`src/rtl/frame_update_scheduler_pkg.sv`:
```
// rtl/frame_update_scheduler_pkg.sv - shared types and helpers for the frame update scheduler
package frame_update_scheduler_pkg;

  localparam int FRAME_CNT_W = 16;

  typedef enum logic [1:0] {
    ST_IDLE = 2'd0,
    ST_REQ  = 2'd1,
    ST_GAP  = 2'd2,
    ST_DONE = 2'd3
  } sched_state_e;

  // Sprite index width; a two-sprite build still gets a one-bit index.
  function automatic int sprite_idx_w(input int num_sprites);
    return (num_sprites > 2) ? $clog2(num_sprites) : 1;
  endfunction

endpackage

```
`src/rtl/edge_rise_det.sv`:
```
// rtl/edge_rise_det.sv - registered rising-edge detector
// Pulses for the first cycle a level-high input is seen; shared with button debouncing.
module edge_rise_det (
  input  logic clk,
  input  logic reset,
  input  logic sig_i,
  output logic rise_o
);

  logic sig_q;

  always_ff @(posedge clk) begin
    if (reset) begin
      sig_q <= 1'b0;
    end else begin
      sig_q <= sig_i;
    end
  end

  assign rise_o = sig_i & ~sig_q;

endmodule

```
`src/rtl/frame_update_scheduler.sv`:
```
// rtl/frame_update_scheduler.sv - per-frame round-robin update slot sequencer
// Divides frame edges, then grants one req/ack slot to each sprite with a rotating start.
module frame_update_scheduler
  import frame_update_scheduler_pkg::*;
#(
  parameter int  NUM_SPRITES = 4,
  parameter int  TIMEOUT     = 63,
  parameter int  FRAME_DIV   = 1,
  localparam int IDX_W       = sprite_idx_w(NUM_SPRITES)
) (
  input  logic                   clk,
  input  logic                   reset,
  input  logic                   frame,
  input  logic [NUM_SPRITES-1:0] upd_ack,
  input  logic                   clr_err,
  output logic [NUM_SPRITES-1:0] upd_req,
  output logic [IDX_W-1:0]       upd_idx,
  output logic                   busy,
  output logic                   seq_done,
  output logic [NUM_SPRITES-1:0] timeout_flags,
  output logic                   overrun,
  output logic [FRAME_CNT_W-1:0] frame_count
);

  localparam logic [IDX_W-1:0]       LAST_IDX   = IDX_W'(NUM_SPRITES - 1);
  localparam logic [7:0]             WAIT_LIMIT = 8'(TIMEOUT);
  localparam logic [3:0]             DIV_LAST   = 4'(FRAME_DIV - 1);
  localparam logic [NUM_SPRITES-1:0] REQ_ONE    = NUM_SPRITES'(1);

  sched_state_e           state_q;
  logic [IDX_W-1:0]       cur_q;
  logic [IDX_W-1:0]       start_idx_q;
  logic [IDX_W-1:0]       n_q;
  logic [7:0]             wait_cnt_q;
  logic [NUM_SPRITES-1:0] upd_req_q;
  logic [IDX_W-1:0]       upd_idx_q;
  logic                   busy_q;
  logic                   seq_done_q;
  logic [NUM_SPRITES-1:0] timeout_flags_q;
  logic                   overrun_q;
  logic [FRAME_CNT_W-1:0] frame_count_q;
  logic [FRAME_CNT_W-1:0] frame_count_d;
  logic [3:0]             div_cnt_q;
  logic [3:0]             div_cnt_d;
  logic                   frame_edge;
  logic                   launch;
  logic [IDX_W-1:0]       cur_next;

  // Explicit wrap so non-power-of-two sprite counts rotate correctly.
  function automatic logic [IDX_W-1:0] wrap_inc(input logic [IDX_W-1:0] idx);
    return (idx == LAST_IDX) ? '0 : idx + 1'b1;
  endfunction

  edge_rise_det u_frame_edge (
    .clk    (clk),
    .reset  (reset),
    .sig_i  (frame),
    .rise_o (frame_edge)
  );

  assign cur_next = wrap_inc(cur_q);

  always_comb begin
    frame_count_d = frame_count_q;
    div_cnt_d     = div_cnt_q;
    launch        = 1'b0;
    if (frame_edge) begin
      frame_count_d = frame_count_q + 1'b1;
      if (div_cnt_q == DIV_LAST) begin
        div_cnt_d = '0;
        launch    = 1'b1;
      end else begin
        div_cnt_d = div_cnt_q + 1'b1;
      end
    end
  end

  always_ff @(posedge clk) begin
    if (reset) begin
      frame_count_q <= '0;
      div_cnt_q     <= '0;
    end else begin
      frame_count_q <= frame_count_d;
      div_cnt_q     <= div_cnt_d;
    end
  end

  always_ff @(posedge clk) begin
    if (reset) begin
      state_q         <= ST_IDLE;
      cur_q           <= '0;
      start_idx_q     <= '0;
      n_q             <= '0;
      wait_cnt_q      <= '0;
      upd_req_q       <= '0;
      upd_idx_q       <= '0;
      busy_q          <= 1'b0;
      seq_done_q      <= 1'b0;
      timeout_flags_q <= '0;
      overrun_q       <= 1'b0;
    end else begin
      seq_done_q <= 1'b0;
      // Clears are issued first so a same-cycle set below takes precedence.
      if (clr_err) begin
        overrun_q       <= 1'b0;
        timeout_flags_q <= '0;
      end
      if (launch && (state_q != ST_IDLE)) begin
        overrun_q <= 1'b1;
      end
      case (state_q)
        ST_IDLE: begin
          if (launch) begin
            state_q    <= ST_REQ;
            cur_q      <= start_idx_q;
            n_q        <= '0;
            wait_cnt_q <= '0;
            busy_q     <= 1'b1;
            upd_req_q  <= REQ_ONE << start_idx_q;
            upd_idx_q  <= start_idx_q;
          end
        end
        ST_REQ: begin
          if (upd_ack[cur_q]) begin
            state_q   <= ST_GAP;
            upd_req_q <= '0;
          end else if (wait_cnt_q == WAIT_LIMIT) begin
            state_q                <= ST_GAP;
            upd_req_q              <= '0;
            timeout_flags_q[cur_q] <= 1'b1;
          end else begin
            wait_cnt_q <= wait_cnt_q + 1'b1;
          end
        end
        ST_GAP: begin
          if (n_q == LAST_IDX) begin
            state_q    <= ST_DONE;
            seq_done_q <= 1'b1;
          end else begin
            state_q    <= ST_REQ;
            cur_q      <= cur_next;
            n_q        <= n_q + 1'b1;
            wait_cnt_q <= '0;
            upd_req_q  <= REQ_ONE << cur_next;
            upd_idx_q  <= cur_next;
          end
        end
        ST_DONE: begin
          state_q     <= ST_IDLE;
          busy_q      <= 1'b0;
          start_idx_q <= wrap_inc(start_idx_q);
        end
        default: state_q <= ST_IDLE;
      endcase
    end
  end

  assign upd_req       = upd_req_q;
  assign upd_idx       = upd_idx_q;
  assign busy          = busy_q;
  assign seq_done      = seq_done_q;
  assign timeout_flags = timeout_flags_q;
  assign overrun       = overrun_q;
  assign frame_count   = frame_count_q;

endmodule
```
`config.mk`:
```
export PLATFORM = sky130hd
export DESIGN_NAME = frame_update_scheduler
export DESIGN_NICKNAME = d
export VERILOG_FILES = /design/src/rtl/frame_update_scheduler_pkg.sv /design/src/rtl/edge_rise_det.sv /design/src/rtl/frame_update_scheduler.sv
export SDC_FILE = /design/constraint.sdc
export NUM_CORES = 1
export LEC_CHECK = 0
export ABC_AREA = 1
export CORE_ASPECT_RATIO = 0.5
export CORE_MARGIN = 3
export CORE_UTILIZATION = 35
export CTS_CLUSTER_SIZE = 8
export DETAILED_ROUTE_END_ITERATION = 12
export PLACE_DENSITY_LB_ADDON = 0.08
export SYNTH_ARGS = -nofsm -noshare
export SYNTH_HDL_FRONTEND = slang
export SYNTH_SLANG_ARGS = --single-unit
```
`constraint.sdc`:
```
create_clock -name clk -period 4.15 [get_ports clk]
set_input_delay 0.6225 -clock clk [delete_from_list [all_inputs] [get_ports clk]]
set_output_delay 0.6225 -clock clk [all_outputs]
set_load 0.01 [all_outputs]
```
Word-level counts from Yosys, hierarchy flattened --
Index checks and enable logic that the tools add are counted.
Word-level totals: flip-flop bits (word level) 48, output and inout bits 29
Operators by class: add/subtract/negate cells 6, $lt $le $gt $ge 2, equality and inequality tests 12, shift-type cells 2, multiplexer cells 40, bitwise logic cells 4, reduce and logical (&&, ||, !) cells 15
Operators with widths (count):
- 4-bit two-way mux | 10
- 8-bit two-way mux | 4
- 8-bit case mux with 3 select lines | 1
- 2-bit two-way mux | 10
- 16-bit by 1-bit adder with 16-bit output, second input constant | 1
- 4-bit case mux with 3 select lines | 1
- 2-bit == test, second input constant | 5
- 8-bit by 1-bit adder with 8-bit output, second input constant | 1
- 8-bit by 6-bit == test with 1-bit output, second input constant | 1
- 1-bit two-way mux | 8
- 2-bit != test, second input constant | 4
- 2-bit case mux with 2 select lines | 2
- 2-bit case mux with 4 select lines | 1
- 2-bit nonzero test | 4
- 1-bit by 2-bit left shift with 4-bit output, first input constant | 2
- 2-bit by 1-bit adder with 2-bit output, second input constant | 3
- 5-bit AND reduction | 1
- 4-bit by 1-bit adder with 4-bit output, second input constant | 1
- 4-bit logical NOT | 1
- 4-bit bitwise OR | 1
- 2-bit AND reduction | 2
- 4-bit AND reduction | 1
- 2-bit by 3-bit less-than comparator with 1-bit output, second input constant | 1
- 3-bit != test, second input constant | 1
- 12 further kinds | 14

Longest topological paths before layout --
depth in word-level cells 8, mapped depth 10, mapped depth without buffers 10

Cells and area by module --
From an unflattened synthesis, not the netlist that was laid out.
Unflattened totals: cells, all modules 330, area total of the unflattened synthesis 2343.5 um2
By module, submodules not included:
- frame_update_scheduler | times used 1, cells an instance 326, area an instance 2312.2 um2, sequential area each 940.9 um2
- edge_rise_det | times used 1, cells an instance 4, area an instance 31.3 um2, sequential area each 20.0 um2

Least setup slack after synthesis --
OpenSTA, ideal clock, no wires.
path type input-to-reg, start point in frame, end point reg wait_cnt_q[1], library setup time 0.132 ns, data arrival time 1.412 ns, path slack 2.606 ns, cell stages on the path 8, path through inv_2 > nor2_4 > nand3_2 > nand2_2 > nand3_4 > buf_6 > o21ai_0 > a21oi_1
Between the ends: cells in the longest elaborated chain, start to end 4
Ends and longest elaborated chain:
- from (decl) | line frame_update_scheduler.sv:13 | input logic frame,
- 1-bit AND | line edge_rise_det.sv:20 | assign rise_o = sig_i & ~sig_q;
- 1-bit two-way mux | line frame_update_scheduler.sv:67 | if (frame_edge) begin
- 2-bit != test (no line)
- 5-bit AND reduction (no line)
- to (signal assigned) | line frame_update_scheduler.sv:132 | wait_cnt_q <= wait_cnt_q + 1'b1;
- to (decl) | line frame_update_scheduler.sv:34 | logic [7:0] wait_cnt_q;
No other way between the ends. A chain may end at the register's enable or synchronous reset.

Worst setup path after layout --
start point reg upd_idx_q[0], in the netlist upd_idx[0], end point out upd_idx[0]
RTL lines:
- from (decl) | line frame_update_scheduler.sv:36 | logic [IDX_W-1:0] upd_idx_q;
- from (signal assigned) | line frame_update_scheduler.sv:120 | upd_idx_q <= start_idx_q;
- from (signal assigned) | line frame_update_scheduler.sv:145 | upd_idx_q <= cur_next;
- to (decl) | line frame_update_scheduler.sv:17 | output logic [IDX_W-1:0] upd_idx,
No word-level cell between the ends.

==> flow_metrics.env <==
export IMPL_drtIter0Drc=142
export IMPL_nets=390
export IMPL_core_area_sq_um=6360
export IMPL_drive_above_1_share_pct=8.04
export IMPL_die_area_sq_um=7970
export IMPL_cts_path_max_buffers=2
export IMPL_drc=0
export IMPL_yosys_warnings=0
export IMPL_chipHeight_um=64.6
export IMPL_ir_drop_mv=0.179
export IMPL_cp_required_ns=3.53
export IMPL_place_congestion=0.808
export IMPL_power_density_nw_per_um2=373
export IMPL_stdcell_count=461
export IMPL_via_count=2200
export IMPL_final_area_sq_um=3000
export IMPL_cp_max_fo=8
export IMPL_areaGrowthSynthToFinish_pct=24.8
export IMPL_cp_arrival_ns=1.38
export IMPL_hold_class="flip-flop to flip-flop"
export IMPL_finalWorstSetupSlack_ns=2.15
export IMPL_p_leak_nw=1.15
export IMPL_netlist_area_sq_um=2410
export IMPL_start_util_pct=37.9
export IMPL_antenna_found_initial=0
export IMPL_p_total_mw=1.12
export IMPL_drtPass1Iterations=4
export IMPL_ioPinCount=37
export IMPL_clock_sinks=48
export IMPL_start_kind="flip-flop"
export IMPL_rsz0062_at_grt="false"
export IMPL_crit_buf_inv=1
export IMPL_period_share_pct=48.2
export IMPL_critPathSlowestCell="clkdlybuf4s50_1"
export IMPL_post_place_ws_ns=1.84
export IMPL_portBuffers=36
export IMPL_timing_fmax_mhz=500
export IMPL_grt_usage_pct=14.7
export IMPL_cp_top_family="buffers and inverters"
export IMPL_synth_seq_cells=48
export IMPL_post_place_cells=453
export IMPL_htreeDepth=2
export IMPL_drv_slew=0
export IMPL_cts_hold_buf=0
export IMPL_routedWlPerCell_um=11.6
export IMPL_rows=20
export IMPL_final_common_cell="nand2_1"
export IMPL_setup_tns_ns=0
export IMPL_grt_overflow=0
export IMPL_grt_pass1_wl_um=9320
export IMPL_tightest_slew_ns=0.622
export IMPL_final_cell_mix="nand2_1, dfxtp_1, nor2_1"
export IMPL_numCtsBuffers=5
export IMPL_end_kind="primary output"
export IMPL_layout_min_cycle_time_ns=2.00
export IMPL_fin_skew_ns=0.00510
export IMPL_drt_wl_total_um=5340
export IMPL_fill_cells=640
export IMPL_grt_pass1_vias=2127
export IMPL_synth_cells=334
export IMPL_worstSetupPathType="flip-flop to primary output"
export IMPL_root_buffer="clkbuf_16"
export IMPL_ys_seq_area_share_pct=39.9
export IMPL_diodes=0
export IMPL_clk_insertion_delay_late_ns=0.29
export IMPL_die_w_um=123
export IMPL_ctsResizeCount=0
export IMPL_syn_nets=352
export IMPL_synth_cell_types=28
export IMPL_relSlewSlack_pct=58.5
export IMPL_finalSetupViolations=0
export IMPL_post_cts_buffers=0
export IMPL_grt_max_degree=28
export IMPL_syn_mean_instance_area_sq_um=7.20
export IMPL_maxCapViolations=0
export IMPL_tritoncts="built"
export IMPL_place_area_sq_um=2850
export IMPL_via_per_inst=4.77
export IMPL_postRouteAntennaNets=0
export IMPL_clkTransAtPathRegs_ns=0.06
export IMPL_dp_hpwl_um=3870
export IMPL_status="complete, no violations"
export IMPL_hold_viol=0
export IMPL_max_stage_delay_ns=0.60
export IMPL_crit_chain="clkdlybuf4s50_1"
==> final timing paths <==
kind / end / cells past startpoint / startpoint / slack, ns
max: upd_idx[0] / 1 / upd_idx[0] / 2.15
min: overrun / 2 / overrun / 0.47
max reg2reg: upd_req[1] / 9 / upd_idx[0] / 2.44
min reg2reg: overrun / 2 / overrun / 0.47
==> layout make-up <==
type | count | area, sq um | share of cell area [%]
Inverter | 39 | 146 | 4.87
Tap cell | 88 | 110 | 3.67
Timing Repair Buffer | 37 | 368 | 12.3
Sequential cell | 48 | 961 | 32.0
Clock buffer | 6 | 139 | 4.62
Multi-Input combinational cell | 241 | 1270 | 42.3
Clock inverter | 2 | 10.0 | 0.333
==> Yosys cell counts <==
| master | n | share of area, % |
|---|---|---|
| nand2_1 | 73 | 11 |
| dfxtp_1 | 48 | 40 |
| nor2_1 | 44 | 6.9 |
| inv_1 | 35 | 5.5 |
| a21oi_1 | 30 | 6.2 |
| o21ai_0 | 25 | 5.2 |
| nand3_1 | 19 | 4.0 |
| ha_1 | 10 | 5.2 |
| nand4_1 | 5 | 1.3 |
| nor2_2 | 5 | 1.3 |
| a22oi_1 | 4 | 1.2 |
| inv_2 | 4 | 0.62 |
| nor2_4 | 4 | 1.9 |
| xor2_1 | 4 | 1.5 |
| clkbuf_1 | 3 | 0.47 |
| nand2_2 | 3 | 0.78 |
| nor3_1 | 3 | 0.62 |
| nor3b_1 | 3 | 0.94 |
| a211oi_1 | 2 | 0.62 |
| buf_1 | 2 | 0.31 |
| buf_6 | 1 | 0.47 |
| nand2_8 | 1 | 0.83 |
| nand3_2 | 1 | 0.42 |
| nand3_4 | 1 | 0.73 |
| nor2_8 | 1 | 0.83 |
| o21bai_1 | 1 | 0.31 |
| or2_2 | 1 | 0.26 |
| xnor2_1 | 1 | 0.36 |
==> through the flow <==
| stage | hold slack, ns | util (%) |
|---|---|---|
| floorplan | 0.443 | - |
| global placement | 0.453 | 44.9 |
| detailed placement | 0.462 | 44.9 |
| CTS | 0.472 | 47.2 |
| global route | 0.504 | 47.2 |
| finish | 0.468 | 47.2 |
==> power breakdown <==
part	internal (mW)	total (mW)	switching, mW	leakage [nW]
Sequential	0.484	0.508	0.0236	0.390
Combinational	0.0791	0.201	0.122	0.688
Clock	0.238	0.412	0.174	0.0766
Total	0.801	1.12	0.319	1.15
==> cells by family (layout without fill, tap and decap cells) <==
kind of cell	Yosys count	in the layout	share of synthesized area (%)
simple gates	164	164	32.1
compound gates	62	62	13.6
flops	48	48	39.9
buf+inv	45	84	7.33
fa+ha+maj	10	10	5.20
xor+xnor	5	5	1.82
==> per-layer routing <==
layer	vias up	track usage [%]	routed length, um
li1	1157	-	-
met1	1005	19.0	2710
met2	29	23.1	2340
met3	9	4.45	201
met4	0	5.66	86
met5	-	0	0
==> sequential cells by signal, indices dropped and copies added, names as in the netlist <==
name,cells
busy,1
div_cnt_q,4
wait_cnt_q,8
timeout_flags,4
frame_count,16
n_q,2
seq_done,1
upd_idx,2
u_frame_edge.sig_q,1
overrun,1
upd_req,4
start_idx_q,2
state_q,2
Note: power is estimated with default switching activity, not from simulation.
